## src/rtl/serial_frame_tx_if.sv

```systemverilog
// Parallel producer handshake into serial_frame_tx: a word moves on a rising
// edge where valid and ready are both high. The producer holds data_in while valid.
interface serial_frame_tx_if #(
    parameter int DATA_W = 8
);
    logic [DATA_W-1:0] data_in;
    logic              valid;
    logic              ready;

    modport master (output data_in, output valid, input ready);
    modport slave  (input data_in, input valid, output ready);
endinterface

```

## src/rtl/serial_frame_tx.sv

```systemverilog
// Serial frame transmitter: 0000 start nibble, payload MSB first, optional even
// parity (macro SERIAL_TX_PARITY_EN), then STOP_BITS high stop bits.
module serial_frame_tx #(
    parameter int DATA_W    = 8,
    parameter int STOP_BITS = 1
) (
    input  logic                clk,
    input  logic                rst,
    serial_frame_tx_if.slave    bus,
    output logic                sOut,
    output logic                busy,
    output logic                done,
    output logic [2:0]          state_dbg
);

    localparam int MAX_A = (DATA_W > 4) ? DATA_W : 4;
    localparam int MAX_C = (MAX_A > STOP_BITS) ? MAX_A : STOP_BITS;
    localparam int CNT_W = $clog2(MAX_C) + 1;

`ifdef SERIAL_TX_PARITY_EN
    typedef enum logic [2:0] {
        IDLE  = 3'd0,
        START = 3'd1,
        DATA  = 3'd2,
        PAR   = 3'd3,
        STOP  = 3'd4
    } state_t;
`else
    typedef enum logic [2:0] {
        IDLE  = 3'd0,
        START = 3'd1,
        DATA  = 3'd2,
        STOP  = 3'd4
    } state_t;
`endif

    state_t             state, state_nx;
    logic [CNT_W-1:0]   cnt, cnt_nx;
    logic [DATA_W-1:0]  sh, sh_nx;
    logic               sout_nx;
    logic               done_nx;
`ifdef SERIAL_TX_PARITY_EN
    logic               par, par_nx;
`endif

    assign bus.ready = (state == IDLE);
    assign busy      = (state != IDLE);
    assign state_dbg = state;

    // sOut is registered, so each transition also loads the bit for the state being entered.
    always_comb begin
        state_nx = state;
        cnt_nx   = cnt;
        sh_nx    = sh;
        sout_nx  = sOut;
        done_nx  = 1'b0;
`ifdef SERIAL_TX_PARITY_EN
        par_nx   = par;
`endif
        case (state)
            IDLE: begin
                sout_nx = 1'b1;
                if (bus.valid) begin
                    state_nx = START;
                    cnt_nx   = '0;
                    sh_nx    = bus.data_in;
                    sout_nx  = 1'b0;
`ifdef SERIAL_TX_PARITY_EN
                    par_nx   = ^bus.data_in;
`endif
                end
            end
            START: begin
                if (cnt == CNT_W'(3)) begin
                    state_nx = DATA;
                    cnt_nx   = '0;
                    sout_nx  = sh[DATA_W-1];
                    sh_nx    = sh << 1;
                end else begin
                    cnt_nx   = cnt + CNT_W'(1);
                end
            end
            DATA: begin
                if (cnt == CNT_W'(DATA_W - 1)) begin
                    cnt_nx   = '0;
`ifdef SERIAL_TX_PARITY_EN
                    state_nx = PAR;
                    sout_nx  = par;
`else
                    state_nx = STOP;
                    sout_nx  = 1'b1;
`endif
                end else begin
                    cnt_nx   = cnt + CNT_W'(1);
                    sout_nx  = sh[DATA_W-1];
                    sh_nx    = sh << 1;
                end
            end
`ifdef SERIAL_TX_PARITY_EN
            PAR: begin
                state_nx = STOP;
                cnt_nx   = '0;
                sout_nx  = 1'b1;
            end
`endif
            STOP: begin
                if (cnt == CNT_W'(STOP_BITS - 1)) begin
                    state_nx = IDLE;
                    cnt_nx   = '0;
                    sout_nx  = 1'b1;
                    done_nx  = 1'b1;
                end else begin
                    cnt_nx   = cnt + CNT_W'(1);
                end
            end
            default: begin
                state_nx = IDLE;
                cnt_nx   = '0;
                sout_nx  = 1'b1;
            end
        endcase
    end

    always_ff @(posedge clk or negedge rst) begin
        if (!rst) begin
            state <= IDLE;
            cnt   <= '0;
            sh    <= '0;
            sOut  <= 1'b1;
            done  <= 1'b0;
`ifdef SERIAL_TX_PARITY_EN
            par   <= 1'b0;
`endif
        end else begin
            state <= state_nx;
            cnt   <= cnt_nx;
            sh    <= sh_nx;
            sOut  <= sout_nx;
            done  <= done_nx;
`ifdef SERIAL_TX_PARITY_EN
            par   <= par_nx;
`endif
        end
    end

endmodule
```

## src/flat_wrapper.sv

```systemverilog
// flat-port wrapper written by rule: the top's interface ports become plain ports
module serial_frame_tx_flat 
#(
    parameter int DATA_W    = 8,
    parameter int STOP_BITS = 1
)
  (clk, rst, sOut, busy, done, state_dbg, bus_data_in, bus_valid, bus_ready);
  serial_frame_tx_if #(.DATA_W(DATA_W)) bus_i ();
  input  logic clk;
  input  logic rst;
  output logic sOut;
  output logic busy;
  output logic done;
  output logic [2:0] state_dbg;
  input wire logic [$bits(bus_i.data_in)-1:0] bus_data_in;
  input wire logic [$bits(bus_i.valid)-1:0] bus_valid;
  output wire logic [$bits(bus_i.ready)-1:0] bus_ready;
  assign bus_i.data_in = bus_data_in;
  assign bus_i.valid = bus_valid;
  assign bus_ready = bus_i.ready;
  serial_frame_tx #(.DATA_W(DATA_W), .STOP_BITS(STOP_BITS)) u_core (.clk(clk), .rst(rst), .bus(bus_i), .sOut(sOut), .busy(busy), .done(done), .state_dbg(state_dbg));
endmodule
```

## config.mk

```make
export PLATFORM = sky130hd
export DESIGN_NAME = serial_frame_tx_flat
export DESIGN_NICKNAME = d
export VERILOG_FILES = /design/src/rtl/serial_frame_tx_if.sv /design/src/rtl/serial_frame_tx.sv /design/src/flat_wrapper.sv
export SDC_FILE = /design/constraint.sdc
export NUM_CORES = 1
export LEC_CHECK = 0
export BUFFER_PORTS_ARGS = -buffer_cell sky130_fd_sc_hd__buf_2
export CORE_MARGIN = 2
export CORE_UTILIZATION = 57
export CTS_BUF_LIST = sky130_fd_sc_hd__clkbuf_4
export CTS_CLUSTER_SIZE = 28
export DETAILED_ROUTE_END_ITERATION = 16
export GPL_TIMING_DRIVEN = 0
export PLACE_DENSITY = 0.82
export SLEW_MARGIN = 20
export SYNTH_ARGS = -nofsm -noshare
export SYNTH_HDL_FRONTEND = slang
export SYNTH_SLANG_ARGS = --single-unit
```

## constraint.sdc

```tcl
create_clock -name clk -period 3.8 [get_ports clk]
set_clock_uncertainty 0.1 [all_clocks]
set_input_delay 0.38 -clock clk [delete_from_list [all_inputs] [get_ports clk]]
set_output_delay 0.38 -clock clk [all_outputs]
set_load 0.01 [all_outputs]
```

=== Word-level counts from Yosys, hierarchy flattened ===
Cells that the tools add are included.
Widths: inputs -> output; s select.

* Add/sub/neg operators: 1
* Equality and inequality tests: 10
* Multiplexer cells: 21
* Reduce and logical (&&, ||, !) cells: 7

{| class="wikitable"
|+ Operator list
! operator !! number
|-
| $mux 8 || 3
|-
| $pmux 8 s3 || 1
|-
| $mux 4 || 4
|-
| $pmux 4 s4 || 1
|-
| $mux 3 || 4
|-
| $pmux 3 s4 || 1
|-
| $reduce_and 4->1 || 2
|-
| $mux 1 || 6
|-
| $ne 2x1->1 const B || 3
|-
| $reduce_bool 3->1 || 2
|-
| $add 4x1->4 const B || 1
|-
| $eq 4x2->1 const B || 1
|-
| $eq 4x3->1 const B || 1
|-
| $logic_not 4->1 || 1
|-
| $ne 2x2->1 const B || 2
|-
| $pmux 1 s4 || 1
|-
| $eq 3x1->1 const B || 1
|-
| $eq 3x2->1 const B || 1
|-
| $eq 3x3->1 const B || 1
|-
| $logic_not 3->1 || 1
|-
| $reduce_and 2->1 || 1
|}

* Register bits: 17
* Input port bits: 11
* Output and inout port bits: 7
* Logic and storage cells: 44

=== Logic depth before layout (Yosys ltp) ===
Gate-level depths: netlist of the first run.

* Word-level depth: 3
* Gate-level depth with buffers: 6
* Mapped depth without buffers: 5

=== Worst setup path before layout of the first run ===
OpenSTA, ideal clock, no wires.

* Kind: flip-flop to flip-flop
* Start: reg u_core.cnt[1]
* End: reg u_core.sh[6]
* Library setup time: 0.073 ns
* Arrival: 1.604 ns
* Path slack: 2.023 ns
* Stages on the path, launching flop included: 7
* Period minus slack after synthesis: 1.777 ns
* Cell sequence: dfrtp_1 ha_1 or4b_4 o221ai_4 buf_8 nor2_1 a21oi_2

* Longest elaborated chain between the ends: 3
* Elaborated cells between the ends (all ways): 5

{| class="wikitable"
|+ RTL lines
! element !! line !! text
|-
| start, declared || serial_frame_tx.sv:38 || <nowiki>logic [CNT_W-1:0] cnt, cnt_nx;</nowiki>
|-
| start signal, assigned || serial_frame_tx.sv:136 || <nowiki>cnt <= cnt_nx;</nowiki>
|-
| $eq 4x3->1 / $eq 4x2->1 (equally long branches) || serial_frame_tx.sv:84, serial_frame_tx.sv:74 ||
|-
| $ne 2x2->1 (no line) / $ne 2x1->1 (equally long branches) || -- ||
|-
| $reduce_and 4->1 (no line) * || -- ||
|-
| end signal, assigned || serial_frame_tx.sv:137 || <nowiki>sh <= sh_nx;</nowiki>
|-
| end, declared || serial_frame_tx.sv:39 || <nowiki>logic [DATA_W-1:0] sh, sh_nx;</nowiki>
|}

Every way passes the cells marked *; elsewhere a longest branch is shown, timed or not.
A chain may end at the register's enable or synchronous reset.

=== Worst setup path after layout of the first run ===
Ends and elaborated chain as after synthesis.

==> results.py, run 1 <==
metrics = {
    "synthesis": {
        "ys_warn_count": 0,
        "syn_area_sq_um": 991,
        "syn_nets": 113,
        "postSynthAreaPerCell_sq_um": 9.91,
        "ys_seq_area_share_pct": 43.1,
        "syn_inst": 100,
        "synth_seq_cells": 17,
        "ys_types": 36,
    },
    "finish": {
        "fin_util_pct": 67.9,
        "final-seq-area_sq_um": 427,
        "layout_common_cells": "buf_2 (19), dfrtp_1 (16), nor2_1 (14), mux2i_1 (8), o21ai_0 (7)",
        "final_common_cell": "buf_2",
        "area_delta_synth_final_pct": 14.5,
        "drive_above_1_share_pct": 28.7,
        "n_antenna_cell": 0,
        "multi_input_area_sq_um": 509,
        "fillers": 128,
        "final_nets": 136,
    },
    "die": {
        "start_util_pct": 59.3,
        "die_h_um": 45.7,
        "die_width_um": 45.7,
        "die_area_sq_um": 2090,
        "num_rows": 15,
        "io_pins": 18,
        "coreArea_sq_um": 1670,
    },
    "worst_hold_path": {
        "hp-class": "in2reg",
        "min_from": "bus_data_in[0]",
    },
    "setup_path": {
        "crit_type": "reg2reg",
        "rrSetupSlack_ns": 1.86,
        "crit_arrival_ns": 2.07,
        "path_max_fanout": 10,
        "required_ns": 3.92,
        "r2r-start": "u_core.cnt[1]$_DFFE_PN0N_",
        "endpoint_kind": "flip-flop",
        "critPathLaunch": "u_core.cnt[1]$_DFFE_PN0N_",
        "start_kind": "flip-flop",
    },
    "sta": {
        "finalSetupTns_ns": 0,
        "drv_slew": 0,
        "post-route-period-util_pct": 51.1,
        "finalSetupViolCount": 0,
        "worst_pin_slew_ns": 0.394,
        "grt_setup_unrepaired": "no",
        "hold_slack_ns": 0.245,
        "hold_viol_final": 0,
        "slew_headroom_pct": 73.7,
        "period_minus_slack_ns": 1.94,
        "timing.fmax_mhz": 515,
    },
    "place": {
        "port_buffers": 17,
        "place.gp.congestion": 0.773,
        "dp.final_hpwl_mm": 1.36,
    },
    "grt": {
        "top_usage_layer": "met2",
        "grt_pass1_vias": 740,
        "grt.met1_usage_pct": 25.1,
        "grt_usage_pct": 20.4,
        "grt_max_degree": 18,
        "grt_pass1_wl_mm": 3.05,
        "use_met2_pct": 35.8,
        "use_met3_pct": 2.38,
        "grt-ovfl-total": 0,
        "antenna_found_initial": 0,
    },
    "drt": {
        "post-route-drc-count": 0,
        "via_per_inst": 5.57,
        "dr.first_iter.drc_count": 9,
        "routed-via-count": 774,
        "drt_pass1_iterations": 4,
        "routed_wl_mm": 1.80,
        "wl_per_cell_um": 12.9,
        "ant_nets": 0,
    },
    "cts": {
        "cts_inserted_buffers": 3,
        "insertion_delay_ns": 0.28,
        "clockBufferDepth": 2,
        "cts_tree": "built",
        "cts_sinks": 17,
        "clkSlewWorstSetupHoldPaths_ns": 0.10,
        "ctsResizeCount": 0,
        "clock-root-buffer": "clkbuf_4",
        "h-tree-depth": 1,
        "post-cts-setup-buffers": 0,
        "cts_hold_buf": 1,
    },
    "pwr": {
        "power_density_nw_per_um2": 838,
        "p_leak_nw": 0.546,
        "vdd_ir_drop_max_mv": 0.453,
    },
    "job": {
        "drv_cap": 0,
    },
    "status": {
        "status": "finished, final reports clean",
    },
}
power by group:
part,total (W),internal (W),switching (W)
sequential,0.000308,0.000261,0.0000472
clock,0.0000950,0.0000390,0.0000560
combinational,0.000547,0.000242,0.000306
metrics by stage:
stage	std cells	power (W)	cell area [sq um]	setup slack, ns
after floorplan	100	0.000743	991	2.02
after global placement	134	0.000841	1100	1.91
after detailed placement	134	0.000864	1100	1.86
after CTS	139	0.000962	1130	1.84
after global routing	139	0.00105	1130	1.73
final	139	0.000951	1130	1.86
synth_stat cells (all sizes together):
cell type / count / area (sq um)
dfrtp: 16 / 400
nor2: 15 / 63.8
a21oi: 8 / 47.6
mux2i: 8 / 80.1
o21ai: 7 / 35.0
nand2: 6 / 22.5
inv: 5 / 18.8
buf: 4 / 32.5
a31oi: 2 / 12.5
ha: 2 / 25.0
nand2b: 2 / 12.5
nor3: 2 / 10.0
o211ai: 2 / 15.0
or4b: 2 / 27.5
xor2: 2 / 17.5
a211oi: 1 / 7.51
a21boi: 1 / 7.51
a22oi: 1 / 7.51
and3: 1 / 6.26
and3b: 1 / 8.76
clkbuf: 1 / 3.75
dfstp: 1 / 26.3
mux2: 1 / 11.3
nand3: 1 / 5.00
nand3b: 1 / 7.51
nor2b: 1 / 6.26
nor3b: 1 / 12.5
o21bai: 1 / 7.51
o221ai: 1 / 26.3
o22ai: 1 / 6.26
or3b: 1 / 11.3
xnor2: 1 / 8.76
per-layer routing:
layer  vias up  share of wire (%)
li1        394                  -
met1       364                 43
met2        14                 53
met3         2                2.7
met4         0               0.78
met5         -                  0
cell families after synthesis:
kind of cell             after synthesis  share of synthesized area, %
AO/OA/AOI/OAI                         25                          17.4
multiplexers                           9                          9.22
XOR/XNOR                               3                          2.65
AND/OR/NAND/NOR                       34                          19.6
flip-flops                            17                          43.1
buffers and inverters                 10                          5.56
adder cells (fa/ha/maj)                2                          2.52
worst max-delay path, stage by stage (launching register included):
cell and delay (ns):
dfrtp_1 0.39, ha_1 0.25, or4b_4 0.51, o221ai_4 0.31, buf_8 0.18, nor2_1 0.05
a21oi_2 0.09
final timing paths:
path | endpoint | cells after the start
min reg2reg | u_core.sh[1]$_DFFE_PN0P_ | 2
max reg2reg | u_core.sh[6]$_DFFE_PN0P_ | 6
max | u_core.sh[6]$_DFFE_PN0P_ | 6
max in group asynchronous | u_core.sOut$_DFFE_PN1P_ | 2
min | u_core.sh[0]$_DFFE_PN0P_ | 3
min in group asynchronous | u_core.sh[2]$_DFFE_PN0P_ | 2
registers in the layout (all words and copies together) (netlist names):
name and flops:
u_core.sh 8, u_core.sOut 1, u_core.state_dbg 3, u_core.done 1, u_core.cnt 4
layout make-up:
type / instances / area share, %
inverters: 5 / 1.65
clock inverters: 1 / 0.441
flip-flops and latches: 17 / 37.6
multi-input cells: 73 / 44.9
plain buffers: 5 / 3.20
well taps: 17 / 1.87
repair buffers: 18 / 8.38
clock buffers: 3 / 1.98
Note: power is estimated with default switching activity, not from simulation.
==> inputs of run 2 (changes only) <==
- CORE_UTILIZATION: 57 -> 56
- PLACE_DENSITY: 0.82 -> 0.81
- clock period: 3.8 -> 1.8 ns (I/O delays scaled with it)
==> run 2 against run 1 <==
Count of clock-buffer cells in the layout unchanged. First-iteration DRC count down 67%. Cell count up 3.6%. Design area up 7.7%. Sequential power up 120%. Largest power group unchanged.
==> results.py, run 2 (same netlist as run 1, synthesis figures left out) <==
metrics = {
    "pwr": {
        "power_w": 0.00220,
        "switching_share_pct": 43.2,
        "power_density_nw_per_um2": 1800,
        "power_frac_seq_pct": 30.2,
        "switching_power_w": 0.000950,
        "p_clk_share_pct": 9.3,
        "intPower_w": 0.00125,
        "p_leak_nw": 0.575,
        "vdd_ir_drop_max_mv": 1.08,
        "comb_power_share_pct": 60.4,
    },
    "finish": {
        "final_common_cell": "buf_2",
        "drive_above_1_share_pct": 38.6,
        "final_nets": 141,
        "regMostFlops": "u_core.sh",
        "instances_no_fill": 144,
        "largest_reg_flops": 8,
        "layout_common_cells": "buf_2 (19), dfrtp_1 (15), nor2_1 (10), mux2i_1 (8), o21ai_0 (7)",
        "n_antenna_cell": 0,
        "area_delta_synth_final_pct": 23.4,
    },
    "grt": {
        "grt_usage_pct": 21.2,
        "grt_pass1_vias": 788,
        "grt_pass1_wl_mm": 3.26,
        "antenna_found_initial": 0,
        "grt_max_degree": 18,
        "grt-ovfl-total": 0,
    },
    "setup_path": {
        "path_max_fanout": 10,
        "max_stage_delay_ns": 0.48,
        "crit_arrival_ns": 1.89,
        "endpoint_kind": "flip-flop",
        "r2r-start": "u_core.cnt[0]$_DFFE_PN0N_",
        "start_kind": "flip-flop",
        "required_ns": 1.92,
        "path_buf_inv": 1,
        "crit_type": "reg2reg",
        "worst_path_max_delay_cell": "or4b_4",
        "cpLargestDelayFamily": "simple AND/OR/NAND/NOR gates",
        "crit_chain": "ha_4 > or4b_4 > o221ai_4 > buf_8 > nor2_1 > a21oi_2",
        "critPathLaunch": "u_core.cnt[0]$_DFFE_PN0N_",
    },
    "job": {
        "drv_cap": 0,
    },
    "drt": {
        "routed-via-count": 818,
        "dr.first_iter.drc_count": 3,
        "post-route-drc-count": 0,
        "wl_per_cell_um": 13.4,
        "via_per_inst": 5.68,
        "drt_pass1_iterations": 4,
        "routed_wl_mm": 1.92,
        "ant_nets": 0,
    },
    "place": {
        "port_buffers": 17,
        "dp.final_hpwl_mm": 1.36,
        "place.gp.congestion": 0.778,
        "dp.cells": 134,
    },
    "sta": {
        "timing.fmax_mhz": 566,
        "grt_setup_unrepaired": "yes",
        "slew_headroom_pct": 74.3,
        "drv_slew": 0,
        "finalSetupViolCount": 0,
        "hold_viol_final": 0,
        "hold_slack_ns": 0.0361,
        "worst_pin_slew_ns": 0.386,
        "post-route-period-util_pct": 98.2,
        "period_minus_slack_ns": 1.77,
    },
    "die": {
        "die_area_sq_um": 2120,
        "coreArea_sq_um": 1690,
        "num_rows": 15,
        "start_util_pct": 58.7,
        "die_width_um": 46.1,
        "io_pins": 18,
        "die_h_um": 46.1,
    },
    "cts": {
        "cts_sinks": 17,
        "cts_inserted_buffers": 3,
        "clkSlewWorstSetupHoldPaths_ns": 0.09,
        "cts_tree": "built",
        "h-tree-depth": 1,
        "clock-root-buffer": "clkbuf_4",
        "insertion_delay_ns": 0.30,
        "clockBufferDepth": 2,
    },
    "status": {
        "status": "finished, final reports clean",
    },
    "worst_hold_path": {
        "min_from": "bus_data_in[0]",
        "hp-class": "in2reg",
    },
}
==> run 2: cell types whose count changed in the layout (fill, tap and decap cells not counted), sizes merged <==
cell	previous run	this run
buf	21	26
==> run 2: worst paths after layout <==
check / to / slack, ns / depth (start not counted)
min in group asynchronous: u_core.state_dbg[1]$_DFFE_PN0P_ / 0.22 / 2
worst max register to register: u_core.sh[1]$_DFFE_PN0P_ / 0.03 / 6
max in group asynchronous: u_core.sOut$_DFFE_PN1P_ / 1.07 / 2
worst max-delay path: u_core.sh[1]$_DFFE_PN0P_ / 0.03 / 6
worst min register to register: u_core.sh[3]$_DFFE_PN0P_ / 0.44 / 2
worst min-delay path: u_core.sh[0]$_DFFE_PN0P_ / 0.04 / 3
==> run 2: area by class of cell <==
class	instances	area, sq um
Multi-Input combinational cell	73	551
Inverter	5	18.8
Clock inverter	1	5.00
Buffer	5	36.3
Tap cell	17	21.3
Clock buffer	3	22.5
Sequential cell	17	428
Fill cell	131	467
Timing Repair Buffer	23	140
==> run 2: repair_timing <==
item                                    CTS  global route
resized for setup                         2            11
hold endpoints to repair                 17             0
hold buffers                              1             0
setup buffers                             2             3
pin swaps                                 1             2
endpoints found under the setup margin    8            13
==> run 2: per-layer routing <==
metal / GRT usage, % / routed length [um] / vias to the layer above
met2: 38.3 / 992 / 18
met5: 0 / 0 / -
met3: 2.35 / 54 / 6
met4: 6.86 / 42 / 0
met1: 26.0 / 834 / 382
li1: - / - / 412
==> run 2: metrics by stage <==
stage                     util [%]  TNS [ns]  setup WS (ns)  cell area, sq um
after floorplan                  -         0         0.0234               991
after global placement        65.0    -0.599        -0.0898              1100
after detailed placement      65.0    -0.812         -0.128              1100
after CTS                     68.8         0         0.0186              1160
after global routing          72.4    -0.283        -0.0464              1220
final                         72.4         0         0.0328              1220
==> run 2: worst register-to-register path, delay by kind of cell (launching register included) <==
family	cells	cell delay, ns
simple gates	2	0.53
flops	1	0.40
compound gates	2	0.35
buf+inv	1	0.17
fa+ha+maj	1	0.15
==> run 2: power by group through the flow <==
stage          combinational [W]  clock [W]  sequential [W]
4_1_cts                  0.00121   0.000213        0.000662
2_1_floorplan           0.000915          0        0.000652
5_1_grt                  0.00150   0.000225        0.000684
3_3_place_gp             0.00113          0        0.000650
6_report                 0.00133   0.000205        0.000666
3_5_place_dp             0.00116          0        0.000661
